[config.mk]
export PLATFORM = sky130hd
export DESIGN_NAME = alu_arbiter
export DESIGN_NICKNAME = d
export VERILOG_FILES = /design/src/rtl/alu_arbiter.sv
export SDC_FILE = /design/constraint.sdc
export NUM_CORES = 1
export LEC_CHECK = 0
export CAP_MARGIN = 10
export CORE_MARGIN = 10
export CORE_UTILIZATION = 24
export CTS_CLUSTER_SIZE = 8
export DETAILED_ROUTE_END_ITERATION = 6
export SETUP_SLACK_MARGIN = 0.02
export SYNTH_ARGS = -nofsm -noshare
export SYNTH_HDL_FRONTEND = slang
export SYNTH_SLANG_ARGS = --single-unit
[constraint.sdc]
create_clock -name clk -period 3.3 [get_ports clk]
set_input_delay 0.495 -clock clk [delete_from_list [all_inputs] [get_ports clk]]
set_output_delay 0.495 -clock clk [all_outputs]
set_load 0.05 [all_outputs]
[src/rtl/alu_arbiter.sv]
// Two-requester front end for a shared external ALU: round-robin grant,
// operand latching, one-cycle execute and a held response until handshake.
module alu_arbiter #(
    parameter int unsigned WIDTH = 32
) (
    input  logic             clk,
    input  logic             rst_n,

    input  logic             req0_valid,
    output logic             req0_ready,
    input  logic [WIDTH-1:0] req0_a,
    input  logic [WIDTH-1:0] req0_b,
    input  logic [3:0]       req0_ctrl,

    input  logic             req1_valid,
    output logic             req1_ready,
    input  logic [WIDTH-1:0] req1_a,
    input  logic [WIDTH-1:0] req1_b,
    input  logic [3:0]       req1_ctrl,

    output logic             resp0_valid,
    input  logic             resp0_ready,
    output logic             resp1_valid,
    input  logic             resp1_ready,
    output logic [WIDTH-1:0] resp_data,
    output logic             resp_zero,

    output logic [WIDTH-1:0] alu_a,
    output logic [WIDTH-1:0] alu_b,
    output logic [3:0]       alu_ctrl,
    input  logic [WIDTH-1:0] alu_out,
    input  logic             alu_zero,

    output logic             busy,
    output logic [15:0]      op_count
);

    localparam int unsigned CTRL_W = 4;
    localparam int unsigned CNT_W  = 16;

    typedef enum logic [1:0] {
        IDLE = 2'd0,
        EXEC = 2'd1,
        RESP = 2'd2
    } state_t;

    state_t             r_state;
    state_t             w_state_nxt;

    logic               r_prio;
    logic               r_gnt;
    logic [WIDTH-1:0]   r_a;
    logic [WIDTH-1:0]   r_b;
    logic [CTRL_W-1:0]  r_ctrl;
    logic [WIDTH-1:0]   r_resp_data;
    logic               r_resp_zero;
    logic [CNT_W-1:0]   r_op_count;

    logic               w_idle;
    logic               w_gnt0;
    logic               w_gnt1;
    logic               w_accept;
    logic               w_resp_hs;

    // Grant decode; rst_n gating keeps both readies low while reset is held.
    always_comb begin
        w_idle    = 1'b0;
        w_gnt0    = 1'b0;
        w_gnt1    = 1'b0;
        w_accept  = 1'b0;
        w_resp_hs = 1'b0;

        w_idle    = rst_n && (r_state == IDLE);
        w_gnt0    = w_idle && req0_valid && (!req1_valid || !r_prio);
        w_gnt1    = w_idle && req1_valid && (!req0_valid ||  r_prio);
        w_accept  = w_gnt0 || w_gnt1;
        w_resp_hs = (r_state == RESP) && (r_gnt ? resp1_ready : resp0_ready);
    end

    always_ff @(posedge clk or negedge rst_n) begin
        if (!rst_n) begin
            r_state <= IDLE;
        end else begin
            r_state <= w_state_nxt;
        end
    end

    always_comb begin
        w_state_nxt = r_state;
        case (r_state)
            IDLE: begin
                if (w_accept) begin
                    w_state_nxt = EXEC;
                end
            end
            EXEC: begin
                w_state_nxt = RESP;
            end
            RESP: begin
                if (w_resp_hs) begin
                    w_state_nxt = IDLE;
                end
            end
            default: begin
                w_state_nxt = IDLE;
            end
        endcase
    end

    // Operand capture on accept, result capture in EXEC, bookkeeping on handshake.
    always_ff @(posedge clk or negedge rst_n) begin
        if (!rst_n) begin
            r_prio      <= 1'b0;
            r_gnt       <= 1'b0;
            r_a         <= '0;
            r_b         <= '0;
            r_ctrl      <= '0;
            r_resp_data <= '0;
            r_resp_zero <= 1'b0;
            r_op_count  <= '0;
        end else begin
            if (w_accept) begin
                r_gnt  <= w_gnt1;
                r_a    <= w_gnt1 ? req1_a    : req0_a;
                r_b    <= w_gnt1 ? req1_b    : req0_b;
                r_ctrl <= w_gnt1 ? req1_ctrl : req0_ctrl;
            end
            if (r_state == EXEC) begin
                r_resp_data <= alu_out;
                r_resp_zero <= alu_zero;
            end
            if (w_resp_hs) begin
                r_prio     <= ~r_gnt;
                r_op_count <= r_op_count + CNT_W'(1);
            end
        end
    end

    always_comb begin
        req0_ready  = w_gnt0;
        req1_ready  = w_gnt1;
        resp0_valid = (r_state == RESP) && !r_gnt;
        resp1_valid = (r_state == RESP) &&  r_gnt;
        resp_data   = r_resp_data;
        resp_zero   = r_resp_zero;
        alu_a       = r_a;
        alu_b       = r_b;
        alu_ctrl    = r_ctrl;
        busy        = (r_state != IDLE);
        op_count    = r_op_count;
    end

endmodule

# Word-level counts from Yosys, hierarchy flattened
# Cells that the tools add are included.
classes:
  add_sub_neg: 1
  n_mul: 0
  div: 0
  magnitude_cmp: 0
  eq_ne: 4
  shift: 0
  n_mux: 7
  n_bitwise: 1
  reduce_logical: 18
ops:
  columns: ["cell", "count"]
  rows:
  - ["32-bit 2-to-1 mux", 2]
  - ["16-bit by 1-bit adder with 16-bit output (second input constant)", 1]
  - ["1-bit logical AND", 8]
  - ["2-bit one-hot mux with 3 select lines", 1]
  - ["1-bit zero test", 4]
  - ["2-bit 2-to-1 mux", 2]
  - ["4-bit 2-to-1 mux", 1]
  - ["2-bit != test (second input constant)", 2]
  - ["1-bit logical OR", 3]
  - ["2-bit by 1-bit == test with 1-bit output (second input constant)", 1]
  - ["2-bit == test (second input constant)", 1]
  - ["2-bit zero test", 1]
  - ["2-bit AND reduction", 1]
  - ["2-bit nonzero test", 1]
  - ["1-bit 2-to-1 mux", 1]
  - ["1-bit inverter", 1]
word_totals:
  ff_bits: 121
  latchBits: 0
  ramBits: 0
  mem_bits_ro: 0
  input_bits: 175
  n_memories: 0

# Depth between registers and ports, before layout
# Gate-level depths: netlist (run 1).
logic_depth:
  word_depth: 7
  ltp_mapped: 7

# Least setup slack after synthesis (run 1)
# No wires, ideal clock.
synth_path:
  path_type: "input to output"
  start: "input port rst_n"
  end: "output port req0_ready"
  arrival_time_ns: 1.571
  t_required_ns: 2.805
  slack_ns: 1.234
  stages: 3
  path_cell_list: "nor3b_2 nand2_1 a21oi_1"
synth_between:
  elab_chain_cells: 3
synth_lines:
  columns: ["element", "line_no", "text"]
  rows:
  - ["start: declaration", "7", "input logic rst_n,"]
  - ["1-bit logical AND", "73", "w_idle = rst_n && (r_state == IDLE);"]
  - ["1-bit logical AND (2 in a row)", "74", "w_gnt0 = w_idle && req0_valid && (!req1_valid || !r_prio);"]
  - ["end: declaration", "10", "output logic req0_ready,"]
# Every way passes these cells.

# Worst setup path in the final report (run 1)
layout_path:
  start: "register r_state[0]"
  end: "output port resp0_valid"
layout_between:
  elab_chain_cells: 2
layout_lines:
  columns: ["element", "line_no", "text"]
  rows:
  - ["start: declaration", "47", "state_t r_state;"]
  - ["start signal: assignment", "84", "r_state <= w_state_nxt;"]
  - ["2-bit == test", "142", "resp0_valid = (r_state == RESP) && !r_gnt;"]
  - ["1-bit logical AND", "142", null]
  - ["end: declaration", "21", "output logic resp0_valid,"]
# Every way passes these cells.

==> metrics.csv, run 1 <==
stage,metric,value,unit
timing,Final setup viols,0,
timing,Relative slew margins,0.4101,
finish,most frequent cells in the layout,"clkdlybuf4s50_1 (293), nand2_1 (144), dfrtp_1 (121), nor2_1 (72), a31oi_1 (68)",
clocking,CTS tree,built,
logic_synthesis,synthesized net count,700,
worst_setup_path,Worst setup SP type,flop,
route,DRC,0,
pwr,Pint,5219,uW
run_status,status,"finished, final reports clean",
timing,Clock Skew,7.866,ps
finish,"most common cell after layout, fill and taps aside",clkdlybuf4s50_1,
logic_synthesis,Mean Syn Cell Area,9.909,um2
pwr,clock power share,0.209,
pwr,Sw Share,0.4631,
placement,Placement Cell Area,0.008431,mm2
logic_synthesis,"area leader, netlist",dfrtp_1,
timing,worst setup margin,766.8,ps
pwr,Combinational Power Share,0.533,
timing,"Slew Viols, Final",0,
clocking,clk slew on worst S/H paths,60,ps
worst_setup_path,kind of cell adding the most delay to the critical path,buffers and inverters,
global_routing,first-pass GRT wire length,28790,um
finish,filler instances,2039,
worst_setup_path,CP Cell Sequence,nand2b_1 -> nor2_1 -> clkdlybuf4s50_1,
finish,# diodes,0,
timing,min Tclk post-route,2533,ps
worst_setup_path,crit end category,output port,
logic_synthesis,Unique masters post-synth,28,
pwr,Static Leakage,0.003722,uW
timing,RSZ-0062 raised after global routing,no,
placement,DP HPWL,14220,um
timing,f_max,394.8,MHz
die,die area,0.02792,mm2
logic_synthesis,share of the synthesized area in the top cell type,0.5831,
route,Detailed Route Iter0 Violations,195,
global_routing,all-layer global routing usage,0.1297,
finish,fraction of layout cells with a size suffix above 1,0.1016,
clocking,Clock Path Buffers,2,
pwr,pwr dens,1072,mW/mm2
clocking,# hold bufs at CTS,0,
pwr,sequential share of power,0.259,
worst_setup_path,CP Max Fanout,5,
clocking,Post-CTS Repair Setup Buffers,0,
worst_setup_path,crit path buf inv count,1,
worst_setup_path,Worst path slowest cell,clkdlybuf4s50_1,
die,Starting Density,0.2455,
pwr,NetSw,4501,uW
clocking,CTS root buffer,clkbuf_16,
global_routing,largest net degree at the start of global routing,75,
clocking,clk sinks,121,
worst_setup_path,Crit Path Category,reg -> out,
pwr,maximum VDD drop,0.4636,mV
worst_setup_path,Worst EP arrival,2040,ps
global_routing,total gr overflow,0,
logic_synthesis,"Top FF cell, synth",dfrtp_1,
route,Vias/cell,4.309,
timing,final hold vios,0,
finish,Nets,990,
worst_setup_path,Required @ worst endpoint,2800,ps
route,drt pass-1 iters,4,
global_routing,initial antenna violation count,0,
placement,port bufs,296,
die,std cell rows,53,
logic_synthesis,Post-Syn Instances,524,
logic_synthesis,Post-Syn Area,0.005192,mm2
die,I/O Pins,297,
finish,fin area,0.009070,mm2
clocking,CTS H-tree lvls,4,
logic_synthesis,largest cells by area after synthesis,"dfrtp_1 (58%), nand2_1 (10%), a31oi_1 (8.2%), mux2_2 (7.4%), nor2_1 (5.2%)",
die,Die H,167.1,um
timing,fin crit share,0.7676,
logic_synthesis,asr flop ratio synth,1.000,
timing,Post-Route Setup TNS,0,ps
route,drt total wl,18880,um
clocking,CTS resizes,0,
route,wire per inst,17.13,um
placement,GP Congestion,0.7744,
placement,pre-CTS setup slack,1010,ps
route,vias after detailed routing,4748,
logic_synthesis,Post-synth EDFFs,0,
logic_synthesis,yosys warns,0,
timing,Tightest Pin Transition,884.8,ps
clocking,total CTS buffers,17,
flow_run,# Max-Cap Violations,0,
finish,"Area growth, synth to finish",74.67,%
logic_synthesis,sequential share of the synthesized area,0.5831,
die,Die Span X,167.1,um
route,Antenna Nets Post-Route,0,
die,CORE AREA,0.02115,mm2
global_routing,vias in the first global route,4831,
worst_setup_path,CP max stage delay,840,ps
clocking,worst skew pair latency,410,ps
logic_synthesis,synthesized flop and latch total,121,
worst_hold_path,worst min path class,in -> async,
==> kinds of logic (layout without fill, tap and decap cells) <==
logic type / Yosys count / in the layout / share of synthesized area
compound gates: 72 / 72 / 0.08627
xor+xnor: 15 / 15 / 0.02530
fa+ha+maj: 1 / 1 / 0.002409
buf+inv: 37 / 340 / 0.03566
flops: 121 / 121 / 0.5831
mux: 35 / 35 / 0.07566
simple gates: 243 / 243 / 0.1916
==> through the flow <==
stage / utilization / hold slack (ps) / total power, uW / instances
global route: 0.4288 / 303.0 / 10210 / 1102
global placement: 0.3985 / 465.8 / 7754 / 1070
finish: 0.4288 / 243.0 / 9720 / 1102
CTS: 0.4288 / 276.6 / 9862 / 1102
floorplan: - / 199.4 / 5818 / 524
detailed placement: 0.3985 / 478.3 / 7787 / 1070
==> registers in the layout (all words and copies together) (netlist names), 2 cells and up <==
register and count:
alu_a 32, alu_b 32, resp_data 32, op_count 16, alu_ctrl 4, r_state 2
==> cell type report <==
| type | count | area, um2 | share of cell area |
|---|---|---|---|
| clock buffer | 17 | 425.4 | 0.04690 |
| multi-input combinational | 366 | 1987 | 0.2191 |
| inverter | 3 | 11.26 | 0.001242 |
| sequential | 121 | 3028 | 0.3338 |
| clock inverter | 15 | 214.0 | 0.02359 |
| timing repair buffer | 305 | 3060 | 0.3374 |
| tap | 275 | 344.1 | 0.03794 |
==> cells in the mapped netlist (2+ instances only) <==
| library cell | n |
|---|---|
| nand2_1 | 144 |
| dfrtp_1 | 121 |
| nor2_1 | 72 |
| a31oi_1 | 68 |
| mux2_2 | 34 |
| buf_2 | 25 |
| xnor2_1 | 14 |
| nand3_1 | 8 |
| clkbuf_1 | 7 |
| nand4_1 | 5 |
| and3_1 | 3 |
| nand2b_1 | 3 |
| and2_1 | 2 |
| buf_6 | 2 |
| inv_1 | 2 |
| o21ai_0 | 2 |
==> metal layers <==
| layer | global-route usage | share of wire |
|---|---|---|
| met5 | 0 | 0 |
| met4 | 0.02978 | 0.0057 |
| met3 | 0.05852 | 0.089 |
| met2 | 0.2100 | 0.48 |
| met1 | 0.1543 | 0.43 |
==> worst paths after layout <==
kind,start,endpoint,slack [ps],depth (start not counted)
min in group clk,op_count[15]$_DFFE_PN0P_,op_count[15]$_DFFE_PN0P_,490,1
max in group asynchronous,rst_n,alu_b[23]$_DFFE_PN0P_,2390,2
min,rst_n,op_count[10]$_DFFE_PN0P_,240,2
max,r_state[0]$_DFFE_PN0P_,resp0_valid,770,3
max reg2reg,r_state[1]$_DFFE_PN0P_,alu_a[8]$_DFFE_PN0P_,1460,6
min reg2reg,op_count[15]$_DFFE_PN0P_,op_count[15]$_DFFE_PN0P_,490,1
==> power by group through the flow <==
stage	Sequential [uW]	Clock, uW	Combinational [uW]
after floorplan	4760	0	1060
after global placement	2510	0	5240
after detailed placement	2550	0	5240
after CTS	2520	2090	5250
after global routing	2610	2160	5440
final	2510	2030	5180
Power figures use the tool's default switching activity.
==> inputs of run 2 (changes only) <==
- clock period: 3.3 -> 2 ns (I/O delays scaled with it)
==> run 2 against run 1 <==
First-iteration DRC count increased by 35%; largest cell class unchanged; setup slack got worse by 700 ps; flip-flop and latch count unchanged; die area unchanged; sequential share of layout area decreased by 0.54 points; non-clock buffer count increased by 10.
==> metrics.csv, run 2 (same netlist as run 1, synthesis figures left out) <==
stage,metric,value,unit,change
run_status,status,"finished, final reports clean",,
die,I/O Pins,297,,unchanged
finish,fraction of layout cells with a size suffix above 1,0.1219,,+0.02029
worst_setup_path,CP Max Fanout,8,,+3
pwr,Static Leakage,0.003976,uW,+6.8%
die,die area,0.02792,mm2,unchanged
pwr,Combinational Power Share,0.547,,+0.014
clocking,CTS tree,built,,
clocking,Clock Path Buffers,2,,unchanged
flow_run,# Max-Cap Violations,0,,unchanged
finish,most frequent cells in the layout,"clkdlybuf4s50_1 (268), nand2_1 (144), dfrtp_1 (120), nor2_1 (72), a31oi_1 (68)",,
timing,min Tclk post-route,1932,ps,
worst_setup_path,Worst EP arrival,1630,ps,-410 ps
route,vias after detailed routing,4812,,+1.3%
global_routing,initial antenna violation count,0,,unchanged
timing,Clock Skew,8.056,ps,+0.1899 ps
clocking,worst skew pair latency,410,ps,about the same
route,drt total wl,18990,um,+0.56%
finish,"Area growth, synth to finish",77.61,%,
worst_hold_path,worst min path class,in -> async,,
worst_setup_path,crit end category,output port,,
die,CORE AREA,0.02115,mm2,unchanged
clocking,clk sinks,121,,unchanged
global_routing,first-pass GRT wire length,29210,um,+1.5%
placement,port bufs,296,,unchanged
pwr,Sw Share,0.4686,,+0.005554
placement,dpl cells,1072,,+0.19%
timing,Relative slew margins,0.5500,,+0.1399
route,drt pass-1 iters,4,,unchanged
die,std cell rows,53,,unchanged
clocking,CTS H-tree lvls,4,,unchanged
global_routing,vias in the first global route,4897,,+1.4%
pwr,clock power share,0.191,,-0.018
worst_setup_path,Required @ worst endpoint,1700,ps,-1100 ps
route,Antenna Nets Post-Route,0,,unchanged
die,Starting Density,0.2455,,unchanged
timing,worst hold slack,16.32,ps,-226.7 ps
pwr,Pint,8437,uW,+62%
route,wire per inst,17.07,um,-0.35%
placement,GP Congestion,0.7609,,-1.7%
finish,Nets,1000,,+1.0%
pwr,NetSw,7441,uW,+65%
die,Die H,167.1,um,unchanged
finish,# diodes,0,,unchanged
global_routing,all-layer global routing usage,0.1313,,+0.001603
route,Detailed Route Iter0 Violations,263,,+35%
timing,RSZ-0062 raised after global routing,yes,,
finish,"most common cell after layout, fill and taps aside",clkdlybuf4s50_1,,
pwr,Design Power,15880,uW,+63%
timing,worst setup margin,68.30,ps,-698.5 ps
timing,Final setup viols,0,,unchanged
finish,Post-Layout Cell Count,1112,,+0.91%
finish,Multi-input gate area,0.002004,mm2,+0.88%
global_routing,total gr overflow,0,,unchanged
placement,pre-CTS setup slack,60.43,ps,-949.8 ps
timing,Tightest Pin Transition,656.2,ps,-228.6 ps
pwr,sequential share of power,0.262,,+0.003
finish,Storage cell area,0.003029,mm2,about the same
global_routing,largest net degree at the start of global routing,122,,+63%
placement,DP HPWL,13860,um,-2.6%
clocking,total CTS buffers,17,,unchanged
timing,Post-Route Setup TNS,0,ps,unchanged
timing,final hold vios,0,,unchanged
route,Vias/cell,4.327,,+0.44%
route,DRC,0,,unchanged
clocking,clk slew on worst S/H paths,60,ps,about the same
die,Die Span X,167.1,um,unchanged
timing,"Slew Viols, Final",0,,unchanged
finish,filler instances,2050,,+0.54%
timing,f_max,517.7,MHz,
worst_setup_path,Crit Path Category,reg -> out,,
clocking,CTS root buffer,clkbuf_16,,
timing,fin crit share,0.9658,,
pwr,maximum VDD drop,0.8517,mV,+84%
pwr,pwr dens,1722,mW/mm2,+61%
worst_setup_path,Worst setup SP type,flop,,
-- run 2: cell types whose count changed in the layout (fill, tap and decap cells not counted), sizes merged --
cell	delta
bufbuf	+1
clkbuf	+2
buf	+17
dlygate4sd2	+6
bufinv	-2
inv	-4
clkinv	+4
dlymetal6s2s	+11
clkdlybuf4s50	-25
-- run 2: through the flow --
| step | area, um2 | util |
|---|---|---|
| after floorplan | 5192 | - |
| after global placement | 8513 | 0.4024 |
| after detailed placement | 8513 | 0.4024 |
| after CTS | 9156 | 0.4328 |
| after global routing | 9223 | 0.4360 |
| final | 9223 | 0.4360 |
-- run 2: area by class of cell --
class | count | area share
Inverter | 3 | 0.001764
Timing Repair Buffer | 315 | 0.3522
Multi-Input combinational cell | 366 | 0.2173
Tap cell | 275 | 0.03731
Sequential cell | 121 | 0.3284
Clock inverter | 13 | 0.01601
Clock buffer | 19 | 0.04694
-- run 2: repair_timing --
| action | 4_1_cts | 5_1_grt |
|---|---|---|
| gates cloned | 1 | 0 |
| buffers inserted | 2 | 5 |
| setup endpoints to repair | 8 | 13 |
| hold buffers | 0 | 0 |
| gates resized for setup | 11 | 12 |
| pin swaps | 2 | 2 |
-- run 2: worst paths after layout --
check                                    startpoint  slack [ps]                        to  depth (start not counted)
setup / recovery             r_state[1]$_DFFE_PN0P_          70                req1_ready                          5
hold / removal                                rst_n          20   op_count[4]$_DFFE_PN0P_                          2
setup reg to reg             r_state[1]$_DFFE_PN0P_         280     alu_b[31]$_DFFE_PN0P_                          7
hold reg to reg            op_count[14]$_DFFE_PN0P_         480  op_count[14]$_DFFE_PN0P_                          1
max in group asynchronous                     rst_n        1480     alu_b[19]$_DFFE_PN0P_                          2
min in group clk                         req1_a[13]         440     alu_a[13]$_DFFE_PN0P_                          3
-- run 2: power groups by stage --
stage / sequential (uW) / clock, uW / combinational, uW
2_1_floorplan: 7850 / 0 / 1750
3_3_place_gp: 4140 / 0 / 8720
3_5_place_dp: 4200 / 0 / 8710
4_1_cts: 4180 / 3130 / 8770
5_1_grt: 4330 / 3230 / 9130
6_report: 4160 / 3040 / 8680
-- run 2: critical path: stages, from the launching register on --
cell	delay, ps
dfrtp_2	440
nor3b_4	280
nand3_4	160
inv_6	90
buf_12	120
buf_12	130
-- run 2: metal layers --
metal	vias up	share of wire	global-route usage
met5	-	0	0
met4	0	0.012	0.03933
met3	15	0.088	0.05875
met2	181	0.48	0.2133
met1	2246	0.42	0.1526
li1	2370	-	-
==> inputs of run 3 (changes only) <==
- GPL_ROUTABILITY_DRIVEN: not set -> 0
==> results of run 3 <==
The final DEF is identical to that of run 2; final timing and power are the same.
